`config.mk`:
```
export PLATFORM = sky130hd
export DESIGN_NAME = mem_access_stage
export DESIGN_NICKNAME = d
export VERILOG_FILES = /design/src/rtl/mips32_pkg.sv /design/src/rtl/mem_wb_reg.sv /design/src/rtl/mem_access_stage.sv
export SDC_FILE = /design/constraint.sdc
export NUM_CORES = 1
export LEC_CHECK = 0
export ABC_AREA = 0
export BUFFER_PORTS_ARGS = -buffer_cell sky130_fd_sc_hd__buf_2
export CORE_MARGIN = 3
export CORE_UTILIZATION = 34
export DETAILED_ROUTE_END_ITERATION = 8
export SETUP_SLACK_MARGIN = 0.3
export SYNTH_ARGS = -nofsm -noshare
export SYNTH_HDL_FRONTEND = slang
export SYNTH_HIERARCHICAL = 1
export SYNTH_SLANG_ARGS = --single-unit
```
`constraint.sdc`:
```
create_clock -name clk -period 5.5 [get_ports clk]
set_input_delay 1.1 -clock clk [delete_from_list [all_inputs] [get_ports clk]]
set_output_delay 1.1 -clock clk [all_outputs]
set_load 0.01 [all_outputs]
```
`src/rtl/mips32_pkg.sv`:
```
//------------------------------------------------------------------------------
// mips32_pkg : shared control-bit indices, MEM-stage FSM encoding, defaults
// Rev 1.0
//------------------------------------------------------------------------------
`default_nettype none

package mips32_pkg;

  localparam int CTL_MEMREAD  = 3;
  localparam int CTL_MEMWRITE = 2;
  localparam int CTL_REGWRITE = 1;
  localparam int CTL_MEMTOREG = 0;

  localparam int TIMEOUT_DEF = 255;

  typedef enum logic [1:0] {
    ST_IDLE = 2'd0,
    ST_BUSY = 2'd1,
    ST_DONE = 2'd2
  } mem_state_t;

endpackage

`default_nettype wire

```
`src/rtl/mem_wb_reg.sv`:
```
//------------------------------------------------------------------------------
// mem_wb_reg : MEM/WB pipeline register with load enable and async reset
// Rev 1.0
//------------------------------------------------------------------------------
`default_nettype none

module mem_wb_reg (
  input  logic        clk,
  input  logic        rst,
  input  logic        i_en,
  input  logic [1:0]  i_ctrl,
  input  logic [31:0] i_pc,
  input  logic [31:0] i_alu,
  input  logic [31:0] i_mem,
  input  logic [4:0]  i_dest,
  output logic [1:0]  o_ctrl,
  output logic [31:0] o_pc,
  output logic [31:0] o_alu,
  output logic [31:0] o_mem,
  output logic [4:0]  o_dest
);

  logic [1:0]  r_ctrl;
  logic [31:0] r_pc;
  logic [31:0] r_alu;
  logic [31:0] r_mem;
  logic [4:0]  r_dest;

  always_ff @(posedge clk or posedge rst) begin
    if (rst) begin
      r_ctrl <= 2'b00;
      r_pc   <= 32'h0;
      r_alu  <= 32'h0;
      r_mem  <= 32'h0;
      r_dest <= 5'd0;
    end else if (i_en) begin
      r_ctrl <= i_ctrl;
      r_pc   <= i_pc;
      r_alu  <= i_alu;
      r_mem  <= i_mem;
      r_dest <= i_dest;
    end
  end

  assign o_ctrl = r_ctrl;
  assign o_pc   = r_pc;
  assign o_alu  = r_alu;
  assign o_mem  = r_mem;
  assign o_dest = r_dest;

endmodule

`default_nettype wire

```
`src/rtl/mem_access_stage.sv`:
```
//------------------------------------------------------------------------------
// mem_access_stage : MIPS32 MEM stage, word load/store over req/ack with timeout
// Rev 1.0
//------------------------------------------------------------------------------
`default_nettype none

module mem_access_stage
  import mips32_pkg::*;
#(
  parameter int TIMEOUT = TIMEOUT_DEF,
  parameter int CNT_W   = 8
) (
  input  logic        clk,
  input  logic        rst,
  input  logic [3:0]  ctrl_in,
  input  logic [31:0] pc_in,
  input  logic [31:0] alu_in,
  input  logic [31:0] rt_in,
  input  logic [4:0]  dest_in,
  output logic        stall,
  output logic        dmem_req,
  output logic        dmem_we,
  output logic [31:0] dmem_addr,
  output logic [31:0] dmem_wdata,
  input  logic [31:0] dmem_rdata,
  input  logic        dmem_ack,
  output logic [1:0]  wb_ctrl,
  output logic [31:0] wb_pc,
  output logic [31:0] wb_alu,
  output logic [31:0] wb_mem,
  output logic [4:0]  wb_dest,
  output logic        misalign_exc,
  output logic        bus_err
);

  localparam logic [CNT_W-1:0] c_CNT_LAST = CNT_W'(TIMEOUT - 1);

  mem_state_t       r_state;
  logic [CNT_W-1:0] r_cnt;
  logic             r_we;
  logic             r_kill;
  logic             r_mis;
  logic             r_berr;
  logic [31:0]      r_pc;
  logic [31:0]      r_alu;
  logic [31:0]      r_wdata;
  logic [31:0]      r_rdata;
  logic [4:0]       r_dest;
  logic [1:0]       r_ctrl;

  logic        w_mem_op;
  logic        w_aligned;
  logic        w_idle;
  logic        w_busy;
  logic        w_done;
  logic        w_start;
  logic        w_mis;
  logic        w_wb_en;
  logic [1:0]  w_wb_ctrl;
  logic [31:0] w_wb_pc;
  logic [31:0] w_wb_alu;
  logic [31:0] w_wb_mem;
  logic [4:0]  w_wb_dest;

  assign w_mem_op  = ctrl_in[CTL_MEMREAD] | ctrl_in[CTL_MEMWRITE];
  assign w_aligned = (alu_in[1:0] == 2'b00);
  assign w_idle    = (r_state == ST_IDLE);
  assign w_busy    = (r_state == ST_BUSY);
  assign w_done    = (r_state == ST_DONE);
  assign w_start   = w_idle & w_mem_op & w_aligned;
  assign w_mis     = w_idle & w_mem_op & ~w_aligned;

  assign stall      = ~rst & (w_start | w_busy);
  assign dmem_req   = w_busy;
  assign dmem_we    = w_busy & r_we;
  assign dmem_addr  = r_alu;
  assign dmem_wdata = r_wdata;

  assign misalign_exc = r_mis;
  assign bus_err      = r_berr;

  always_ff @(posedge clk or posedge rst) begin
    if (rst) begin
      r_state <= ST_IDLE;
      r_cnt   <= '0;
      r_we    <= 1'b0;
      r_kill  <= 1'b0;
      r_mis   <= 1'b0;
      r_berr  <= 1'b0;
      r_pc    <= 32'h0;
      r_alu   <= 32'h0;
      r_wdata <= 32'h0;
      r_rdata <= 32'h0;
      r_dest  <= 5'd0;
      r_ctrl  <= 2'b00;
    end else begin
      r_mis  <= 1'b0;
      r_berr <= 1'b0;
      case (r_state)
        ST_IDLE: begin
          r_cnt <= '0;
          r_mis <= w_mis;
          if (w_start) begin
            r_state <= ST_BUSY;
            // memRead wins when both mem bits are set
            r_we    <= ~ctrl_in[CTL_MEMREAD];
            r_pc    <= pc_in;
            r_alu   <= alu_in;
            r_wdata <= rt_in;
            r_dest  <= dest_in;
            r_ctrl  <= {ctrl_in[CTL_REGWRITE], ctrl_in[CTL_MEMTOREG]};
            r_kill  <= 1'b0;
            r_rdata <= 32'h0;
          end
        end
        ST_BUSY: begin
          if (dmem_ack) begin
            r_cnt   <= '0;
            r_state <= ST_DONE;
            if (!r_we) begin
              r_rdata <= dmem_rdata;
            end
          end else if (r_cnt == c_CNT_LAST) begin
            r_cnt   <= '0;
            r_kill  <= 1'b1;
            r_berr  <= 1'b1;
            r_state <= ST_DONE;
          end else begin
            r_cnt <= r_cnt + 1'b1;
          end
        end
        ST_DONE: begin
          r_state <= ST_IDLE;
        end
        default: begin
          r_state <= ST_IDLE;
        end
      endcase
    end
  end

  // DONE retires the latched instruction; IDLE passes non-mem ops and misaligned bubbles
  assign w_wb_en   = (w_idle & ~w_start) | w_done;
  assign w_wb_ctrl = w_done ? (r_kill ? 2'b00 : r_ctrl)
                            : (w_mis ? 2'b00 : {ctrl_in[CTL_REGWRITE], ctrl_in[CTL_MEMTOREG]});
  assign w_wb_pc   = w_done ? r_pc   : pc_in;
  assign w_wb_alu  = w_done ? r_alu  : alu_in;
  assign w_wb_mem  = w_done ? r_rdata : 32'h0;
  assign w_wb_dest = w_done ? r_dest : dest_in;

  mem_wb_reg u_mem_wb_reg (
    .clk    (clk),
    .rst    (rst),
    .i_en   (w_wb_en),
    .i_ctrl (w_wb_ctrl),
    .i_pc   (w_wb_pc),
    .i_alu  (w_wb_alu),
    .i_mem  (w_wb_mem),
    .i_dest (w_wb_dest),
    .o_ctrl (wb_ctrl),
    .o_pc   (wb_pc),
    .o_alu  (wb_alu),
    .o_mem  (wb_mem),
    .o_dest (wb_dest)
  );

endmodule

`default_nettype wire

```
==> results_dict.tcl, run 1 <==
set metrics [dict create \
    grt_use_total_pct 16.0 \
    grt_pass1_vias 7805 \
    clkSinkCount 252 \
    vias_per_cell 4.78 \
    cts-buffers-inserted 28 \
    internal_power_mw 3.99 \
    antenna_found_initial 4 \
    portBuffers 311 \
    finalMaxSlewViolations 0 \
    routabilityCongestion 0.770 \
    hold_viol_final 0 \
    finish.instance_area_mm2 0.0135 \
    cts_tree "done" \
    drt_wl_total_um 27300 \
    rows 64 \
    multi_input_area_mm2 0.00405 \
    synth.distinct_cells 31 \
    clk_pin_slew_ns 0.06 \
    seq_power_share_pct 44.1 \
    p_comb_share_pct 21.3 \
    synthCells 847 \
    yosysTopAreaCell "dfrtp_1" \
    netSwitchingFraction_pct 27.8 \
    crit_fanout 3 \
    p_sw_mw 1.53 \
    dp_hpwl_um 17900 \
    yosys-top-cells-area "dfrtp_1, mux2_2, nand2_1, mux2_4, a22o_1" \
    synth-main-ff-cell "dfrtp_1" \
    die_x_um 183 \
    clockPowerShare_pct 34.6 \
    die_y_um 183 \
    cts_root_buffer "clkbuf_16" \
    fill_cells 2943 \
    required_ns 4.40 \
    slew_headroom_pct 37.5 \
    post_cts.repair.setup_buffers 0 \
    finalCriticalPeriod_ns 3.19 \
    wire_per_inst_um 17.4 \
    io_pins 312 \
    crit_path_start_kind "input port" \
    skew_ns 0.00881 \
    hold_slack_ns 0.494 \
    synth_top_area_share_pct 59.2 \
    ctsHoldBuffers 0 \
    ir_worst_vdd_mv 0.221 \
    tightestPinTransition_ns 0.937 \
    synth_edf_count 0 \
    fin_nets 1291 \
    cts_resized 0 \
    ys_seq_elements 252 \
    end_kind "output port" \
    fin_tns_setup_ns 0 \
    area_growth_pct 26.9 \
    post-route-period-util_pct 57.9 \
    power_density_mw_per_mm2 408 \
    initial_core_util_pct 34.7 \
    synth.most_common_cell "dfrtp_1" \
    vias 7496 \
    clock_tree.buffer_depth 3 \
    synth.cell_area_mm2 0.0107 \
    yosys_warnings 6 \
    cap_violations 0 \
    synthTopCellsByCount "dfrtp_1, nand2_1, mux2_2" \
    cts-htree-levels 1 \
    post-place-ws_ns 2.33 \
    dieArea_mm2 0.0335 \
    regArea_mm2 0.00631 \
    drtPass1Iterations 6 \
    grt_max_degree 86 \
    rsz0062_at_grt "no" \
    r2r_slack_ns 3.16 \
    critPathKind "in2out" \
    final_layout_size_suffix_gt1_share_pct 49.9 \
    fmax_mhz 314 \
    worstSkewPairLatency_ns 0.53 \
    syn_nets 989 \
    core-area_mm2 0.0307 \
    syn_area_per_cell_um2 12.6 \
    grt-ovfl-total 0 \
    status "finished, final reports clean" \
    arrival_ns 2.09 \
    setup_viol 0 \
    synthArstFlopShare_pct 100 \
    layout_setup_ws_ns 2.31 \
    hp-class "reg2reg" \
    grt_pass1_wl_um 43400 \
    place_area_mm2 0.0126 \
    finalPower_mw 5.52 \
    drc 0 \
    ys_seq_area_share_pct 59.2 \
    drt_iter0_drc 319 \
    leakage_nw 6.94 \
    antenna_left 0 \
]
[kinds of logic (layout without fill, tap and decap cells)]
group | Yosys count | count (layout) | synth area share, %
AO/OA/AOI/OAI | 44 | 44 | 3.25
buffers and inverters | 56 | 380 | 3.16
AND/OR/NAND/NOR | 284 | 284 | 11.4
XOR/XNOR | 5 | 5 | 0.411
flip-flops | 252 | 252 | 59.2
adder cells (fa/ha/maj) | 2 | 2 | 0.235
other | 0 | 2 | 0
multiplexers | 204 | 204 | 22.4
[sequential cells by signal, indices dropped and copies added, names as in the netlist, 5 cells and up]
| signal | flops |
|---|---|
| r_cnt | 8 |
| r_pc | 32 |
| r_dest | 5 |
| dmem_wdata | 32 |
| u_mem_wb_reg/o_pc | 32 |
| u_mem_wb_reg/o_mem | 32 |
| u_mem_wb_reg/o_dest | 5 |
| r_rdata | 32 |
| dmem_addr | 32 |
| u_mem_wb_reg/o_alu | 32 |
[area by class of cell]
type	count	share of cell area, %
inverters	6	0.222
diodes	2	0.0370
flip-flops and latches	252	46.6
repair buffers	322	12.4
clock inverters	9	0.583
clock buffers	43	6.57
well taps	396	3.66
multi-input cells	539	29.9
[routing by layer]
metal | wire length [µm] | GRT usage, % | part of all wire [%] | vias to the layer above
met1 | 11700 | 21.1 | 43 | 3755
met3 | 1760 | 3.63 | 6.5 | 53
li1 | - | - | - | 3464
met2 | 13200 | 26.4 | 48 | 220
met5 | 21 | 0 | 0.077 | -
met4 | 643 | 4.84 | 2.4 | 4
[layout by cell type, fill, tap and decap left out, types with 2 or more instances in the layout]
master,Yosys,final
a21oi_1,4,3
a22o_1,32,32
and2_1,35,35
buf_12,0,3
buf_2,26,311
buf_4,1,8
clkbuf_1,11,3
clkbuf_16,0,29
clkbuf_8,0,11
clkinv_2,0,5
clkinvlp_4,0,2
dfrtp_1,252,252
diode_2,0,2
ha_1,2,2
inv_1,6,4
mux2_2,180,180
mux2_4,24,24
nand2_1,217,217
nand2b_1,3,2
nand3b_1,3,3
nand4b_1,3,3
nor2_1,13,12
nor3_1,3,3
o21ai_0,5,5
xnor2_1,2,2
xor2_1,3,3
[power by group through the flow]
| stage | clock network, mW | registers, mW | logic (mW) |
|---|---|---|---|
| 4_1_cts | 1.97 | 2.43 | 1.20 |
| 6_report | 1.91 | 2.43 | 1.18 |
| 3_5_place_dp | 0 | 2.46 | 1.20 |
| 3_3_place_gp | 0 | 2.45 | 1.18 |
| 5_1_grt | 2.05 | 2.48 | 1.28 |
| 2_1_floorplan | 0 | 2.55 | 0.614 |
[worst max-delay path, cell delays in order]
cell,delay (ns)
buf_2,0.12
nor3_1,0.49
nor2_1,0.08
nor3_1,0.14
buf_2,0.16
[metrics by stage]
stage / std cells / util (%)
after floorplan: 847 / -
after global placement: 1515 / 40.8
after detailed placement: 1515 / 40.8
after CTS: 1567 / 44.0
after global routing: 1569 / 44.0
final: 1569 / 44.0
[worst paths after layout]
| path | start | cells past startpoint | endpoint |
|---|---|---|---|
| min reg2reg | r_rdata[25] | 1 | r_rdata[25] |
| max in group asynchronous | rst | 3 | u_mem_wb_reg/o_pc[16] |
| max | alu_in[0] | 5 | stall |
| min | r_rdata[25] | 1 | r_rdata[25] |
| max reg2reg | r_state[0] | 5 | u_mem_wb_reg/o_ctrl[1] |
| min in group asynchronous | rst | 2 | r_rdata[24] |
Note: power is estimated with default switching activity, not from simulation.
==> inputs of run 2 (changes only) <==
==> constraint.sdc (replaced) <==
create_clock -name clk -period 3.2 [get_ports clk]
set_input_delay 0.64 -clock clk [delete_from_list [all_inputs] [get_ports clk]]
set_output_delay 0.64 -clock clk [all_outputs]
set_load 0.01 [all_outputs]
==> run 2 against run 1 <==
Net effect: sequential cell count did not move; final cell count rose by 0.45%; clock-buffer cell count did not move; die area did not move; global-route usage fell by 0.30 points; first-iteration DRC count fell by 11%; critical path depth fell by 1; register-to-register slack got worse by 2.2 ns.
==> results_dict.tcl, run 2 (synthesis results as in run 1) <==
set metrics [dict create \
    clk_pin_slew_ns 0.06 \
    layout_commonest_cell "buf_2" \
    grt_pass1_vias 7643 \
    cts_tree "done" \
    antenna_found_initial 3 \
    postLayoutCoreUtil_pct 44.3 \
    io_pins 312 \
    final_layout_size_suffix_gt1_share_pct 49.8 \
    crit_chain "nand2b_1, inv_1, and2_1, buf_2" \
    arrival_ns 1.82 \
    critPathSlowestCell "dfrtp_1" \
    skew_ns 0.00722 \
    leakage_nw 6.98 \
    fin_tns_setup_ns 0 \
    dp_hpwl_um 18100 \
    layout_common_cells "buf_2, dfrtp_1, nand2_1, mux2_2, and2_1" \
    grt_use_total_pct 15.7 \
    reg2reg_depth 5 \
    clkSinkCount 252 \
    area_growth_pct 27.9 \
    routabilityCongestion 0.778 \
    hold_viol_final 0 \
    die_x_um 183 \
    cts_resized 0 \
    fill_cells 2947 \
    ctsHoldBuffers 0 \
    hp-class "in2async" \
    antenna_left 0 \
    clock_tree.buffer_depth 3 \
    status "finished, final reports clean" \
    finalCriticalPeriod_ns 2.46 \
    drt_iter0_drc 284 \
    end_kind "output port" \
    post_cts.repair.setup_buffers 0 \
    grt_max_degree 96 \
    vias 7414 \
    rows 64 \
    power_density_mw_per_mm2 692 \
    portBuffers 311 \
    setup_viol 0 \
    rsz0062_at_grt "no" \
    ir_worst_vdd_mv 0.353 \
    finalMaxSlewViolations 0 \
    crit_path_start_kind "flop" \
    core-area_mm2 0.0307 \
    slew_headroom_pct 48.8 \
    max_stage_delay_ns 0.64 \
    drt_wl_total_um 26800 \
    die_y_um 183 \
    grt_pass1_wl_um 42600 \
    drtPass1Iterations 4 \
    cts-buffers-inserted 28 \
    reg2reg_from "r_state[1]" \
    vias_per_cell 4.70 \
    cts-htree-levels 1 \
    grt-ovfl-total 0 \
    required_ns 2.56 \
    timing.rr.end "dmem_wdata[21]" \
    dieArea_mm2 0.0335 \
    cts_root_buffer "clkbuf_16" \
    wire_per_inst_um 17.0 \
    initial_core_util_pct 34.7 \
    crit_fanout 15 \
    critPathKind "reg2out" \
    post-route-period-util_pct 76.9 \
    drc 0 \
    worstSkewPairLatency_ns 0.53 \
    r2r_slack_ns 0.95 \
    tightestPinTransition_ns 0.761 \
    fin_nets 1300 \
    cap_violations 0 \
    fmax_mhz 407 \
]
[run 2: cell types whose count changed in the layout (fill, tap and decap cells not counted), sizes merged]
cell | before | now
inv | 6 | 4
diode | 2 | 1
bufinv | 1 | 2
clkinv | 6 | 5
buf | 322 | 331
clkinvlp | 2 | 3
[run 2: worst max-delay path by stage]
stage | startpoint | endpoint | slack (ns) | cells after the start
finish | r_state[1] | dmem_we | 0.74 | 4
global route | r_state[1] | dmem_we | 0.59 | 4
CTS | r_state[1] | dmem_we | 0.71 | 4
detailed placement | ctrl_in[2] | dmem_addr[27] | 0.82 | 6
global placement | ctrl_in[2] | dmem_addr[16] | 0.86 | 6
floorplan | rst | bus_err | 0.69 | 1
[run 2: metal layers]
metal / global-route usage (%) / vias to the layer above / share of wire (%)
met2: 26.4 / 197 / 49
met5: 0 / - / 0.078
met3: 3.71 / 44 / 6.0
met4: 4.24 / 4 / 2.7
met1: 20.4 / 3683 / 43
li1: - / 3486 / -
[run 2: cell type report]
cell class / count / area (µm²) / share of cell area (%)
Antenna cell: 1 / 2.50 / 0.0184
Timing Repair Buffer: 331 / 1820 / 13.4
Inverter: 6 / 30.0 / 0.220
Multi-Input combinational cell: 539 / 4040 / 29.7
Clock buffer: 43 / 838 / 6.15
Clock inverter: 8 / 92.6 / 0.679
Tap cell: 396 / 495 / 3.64
Sequential cell: 252 / 6310 / 46.3
[run 2: report_power, final]
part           internal [mW]  switching (mW)  total [mW]  leakage [nW]
registers               3.83           0.358        4.19          3.13
clock network           1.95            1.25        3.20         0.458
logic                   1.05           0.977        2.03          3.40
[run 2: stage by stage]
step | hold WS (ns) | worst slack, ns | area, µm² | total power [mW] | std cells
floorplan | 0.454 | 0.685 | 10700 | 5.45 | 847
global placement | 0.480 | 0.857 | 12700 | 6.26 | 1524
detailed placement | 0.483 | 0.821 | 12700 | 6.32 | 1524
CTS | 0.0554 | 0.714 | 13600 | 9.59 | 1575
global route | 0.0570 | 0.594 | 13600 | 9.94 | 1576
finish | 0.0802 | 0.741 | 13600 | 9.43 | 1576
[run 2: worst max-delay path: cells and delay by family (launching register included)]
kind                   cells  cell delay (ns)
flip-flops                 1             0.64
AND/OR/NAND/NOR            2             0.44
buffers and inverters      2             0.21
==> inputs of run 3 (changes only) <==
==> constraint.sdc (replaced) <==
create_clock -name clk -period 2.13 [get_ports clk]
set_input_delay 0.426 -clock clk [delete_from_list [all_inputs] [get_ports clk]]
set_output_delay 0.426 -clock clk [all_outputs]
set_load 0.01 [all_outputs]
==> run 3 against run 2 <==
Net effect: sequential share of layout area down 2.4 points; via count up 4.0%; global-route usage up 0.47 points; first-iteration DRC count up 33%; core utilization up 2.5 points; worst hold slack better by 0.0064 ns; routed wire length up 10%; sequential power up 50%; register-to-register slack worse by 0.75 ns; critical endpoint is now dmem_addr[14]; largest cell class unchanged; largest power group unchanged.
==> results_dict.tcl, run 3 (synthesis results as in run 1) <==
set metrics [dict create \
    setup_viol 0 \
    dp_hpwl_um 18200 \
    initial_core_util_pct 34.7 \
    wire_per_inst_um 18.3 \
    crit_path_start_kind "flop" \
    clock_tree.buffer_depth 3 \
    drtPass1Iterations 4 \
    clkSinkCount 252 \
    clk_pin_slew_ns 0.06 \
    vias_per_cell 4.76 \
    post-route-period-util_pct 90.7 \
    io_pins 312 \
    grt-ovfl-total 0 \
    arrival_ns 2.35 \
    end_kind "flop" \
    dieArea_mm2 0.0335 \
    drt_wl_total_um 29600 \
    critPathKind "reg2reg" \
    cts_root_buffer "clkbuf_16" \
    antenna_found_initial 3 \
    fmax_mhz 518 \
    finalMaxSlewViolations 0 \
    routabilityCongestion 0.794 \
    grt_pass1_wl_um 43500 \
    required_ns 2.55 \
    core-area_mm2 0.0307 \
    grt_max_degree 55 \
    hold_viol_final 0 \
    area_growth_pct 35.1 \
    ir_worst_vdd_mv 0.518 \
    fin_tns_setup_ns 0 \
    finalCriticalPeriod_ns 1.93 \
    fin_nets 1341 \
    status "finished, final reports clean" \
    cts-htree-levels 1 \
    hp-class "in2reg" \
    layout_common_cells "buf_2, dfrtp_1, nand2_1, mux2_2, clkbuf_16" \
    postLayoutCoreUtil_pct 46.8 \
    vias 7710 \
    rows 64 \
    portBuffers 311 \
    grt_pass1_vias 7720 \
    final_layout_size_suffix_gt1_share_pct 52.1 \
    crit_fanout 8 \
    power_density_mw_per_mm2 1020 \
    layout_commonest_cell "buf_2" \
    die_y_um 183 \
    slew_headroom_pct 59.8 \
    tightestPinTransition_ns 0.601 \
    skew_ns 0.0104 \
    rsz0062_at_grt "yes" \
    grt_use_total_pct 16.1 \
    antenna_left 0 \
    cts_tree "done" \
    leakage_nw 7.36 \
    cts-buffers-inserted 29 \
    die_x_um 183 \
    cap_violations 0 \
    worstSkewPairLatency_ns 0.54 \
    drc 0 \
    drt_iter0_drc 378 \
]
[run 3: cell types whose count changed in the layout (fill, tap and decap cells not counted), moves of 5 or more]
cell | previous run | this run
buf_6 | 0 | 8
clkbuf_16 | 29 | 37
buf_8 | 0 | 7
buf_12 | 9 | 15
buf_16 | 0 | 5
buf_4 | 11 | 16
[run 3: worst max-delay path, cell delays in order, from the launching register on]
cell and delay [ns]:
dfrtp_2 0.41, buf_8 0.13, buf_4 0.12, buf_6 0.12, nor2_4 0.11, nand3b_1 0.10, buf_6 0.16, buf_12 0.16
clkbuf_16 0.18, mux2_4 0.29
[run 3: path summary, 6_finish.rpt]
path                             from                      to  slack (ns)  cells after the start
min in group asynchronous         rst  u_mem_wb_reg/o_mem[21]        0.50                      3
hold / removal             ctrl_in[3]                    r_we        0.09                      2
max in group asynchronous         rst           dmem_addr[21]        0.96                      4
hold reg to reg            r_rdata[6]              r_rdata[6]        0.49                      1
setup reg to reg           r_state[1]           dmem_addr[14]        0.20                      9
setup / recovery           r_state[1]           dmem_addr[14]        0.20                      9
[run 3: per-layer routing]
metal,GRT usage [%],part of all wire [%],up-vias,wire (µm)
met5,0,0.054,-,16
met4,4.69,2.7,4,796
met3,3.71,6.2,60,1820
met2,26.4,48,217,14100
met1,21.6,43,3842,12800
li1,-,-,3587,-
[run 3: repair_timing]
| item | 4_1_cts | 5_1_grt |
|---|---|---|
| endpoints found under the setup margin | 67 | 122 |
| hold buffers | 1 | 0 |
| resized for setup | 11 | 28 |
| pin swaps | 2 | 2 |
| endpoints found under the hold margin | 19 | 0 |
| buffers inserted | 11 | 6 |
| gates cloned | 4 | 13 |
[run 3: final cells by class]
class                           instances  area (µm²)
Antenna cell                            2        5.00
Clock buffer                           41         831
Clock inverter                         12         123
Fill cell                            2851       16400
Inverter                                6        30.0
Multi-Input combinational cell        541        4090
Sequential cell                       252        6310
Tap cell                              396         495
Timing Repair Buffer                  369        2510
[run 3: through the flow]
| stage | instances | setup WS (ns) | hold WS (ns) | instance area (µm²) | total power [mW] |
|---|---|---|---|---|---|
| CTS | 1598 | 0.164 | 0.0484 | 14000 | 14.6 |
| global route | 1618 | 0.127 | 0.0703 | 14400 | 15.4 |
| detailed placement | 1529 | 0.0893 | 0.437 | 12800 | 9.51 |
| floorplan | 847 | -0.171 | 0.454 | 10700 | 8.18 |
| finish | 1619 | 0.198 | 0.0865 | 14400 | 14.6 |
| global placement | 1529 | 0.109 | 0.433 | 12800 | 9.43 |
[run 3: report_power, final]
part	switching, mW	internal, mW	leakage (nW)	total [mW]
Clock	1.98	2.95	0.468	4.93
Combinational	1.60	1.81	3.77	3.42
Sequential	0.509	5.76	3.12	6.27
Total	4.10	10.5	7.36	14.6
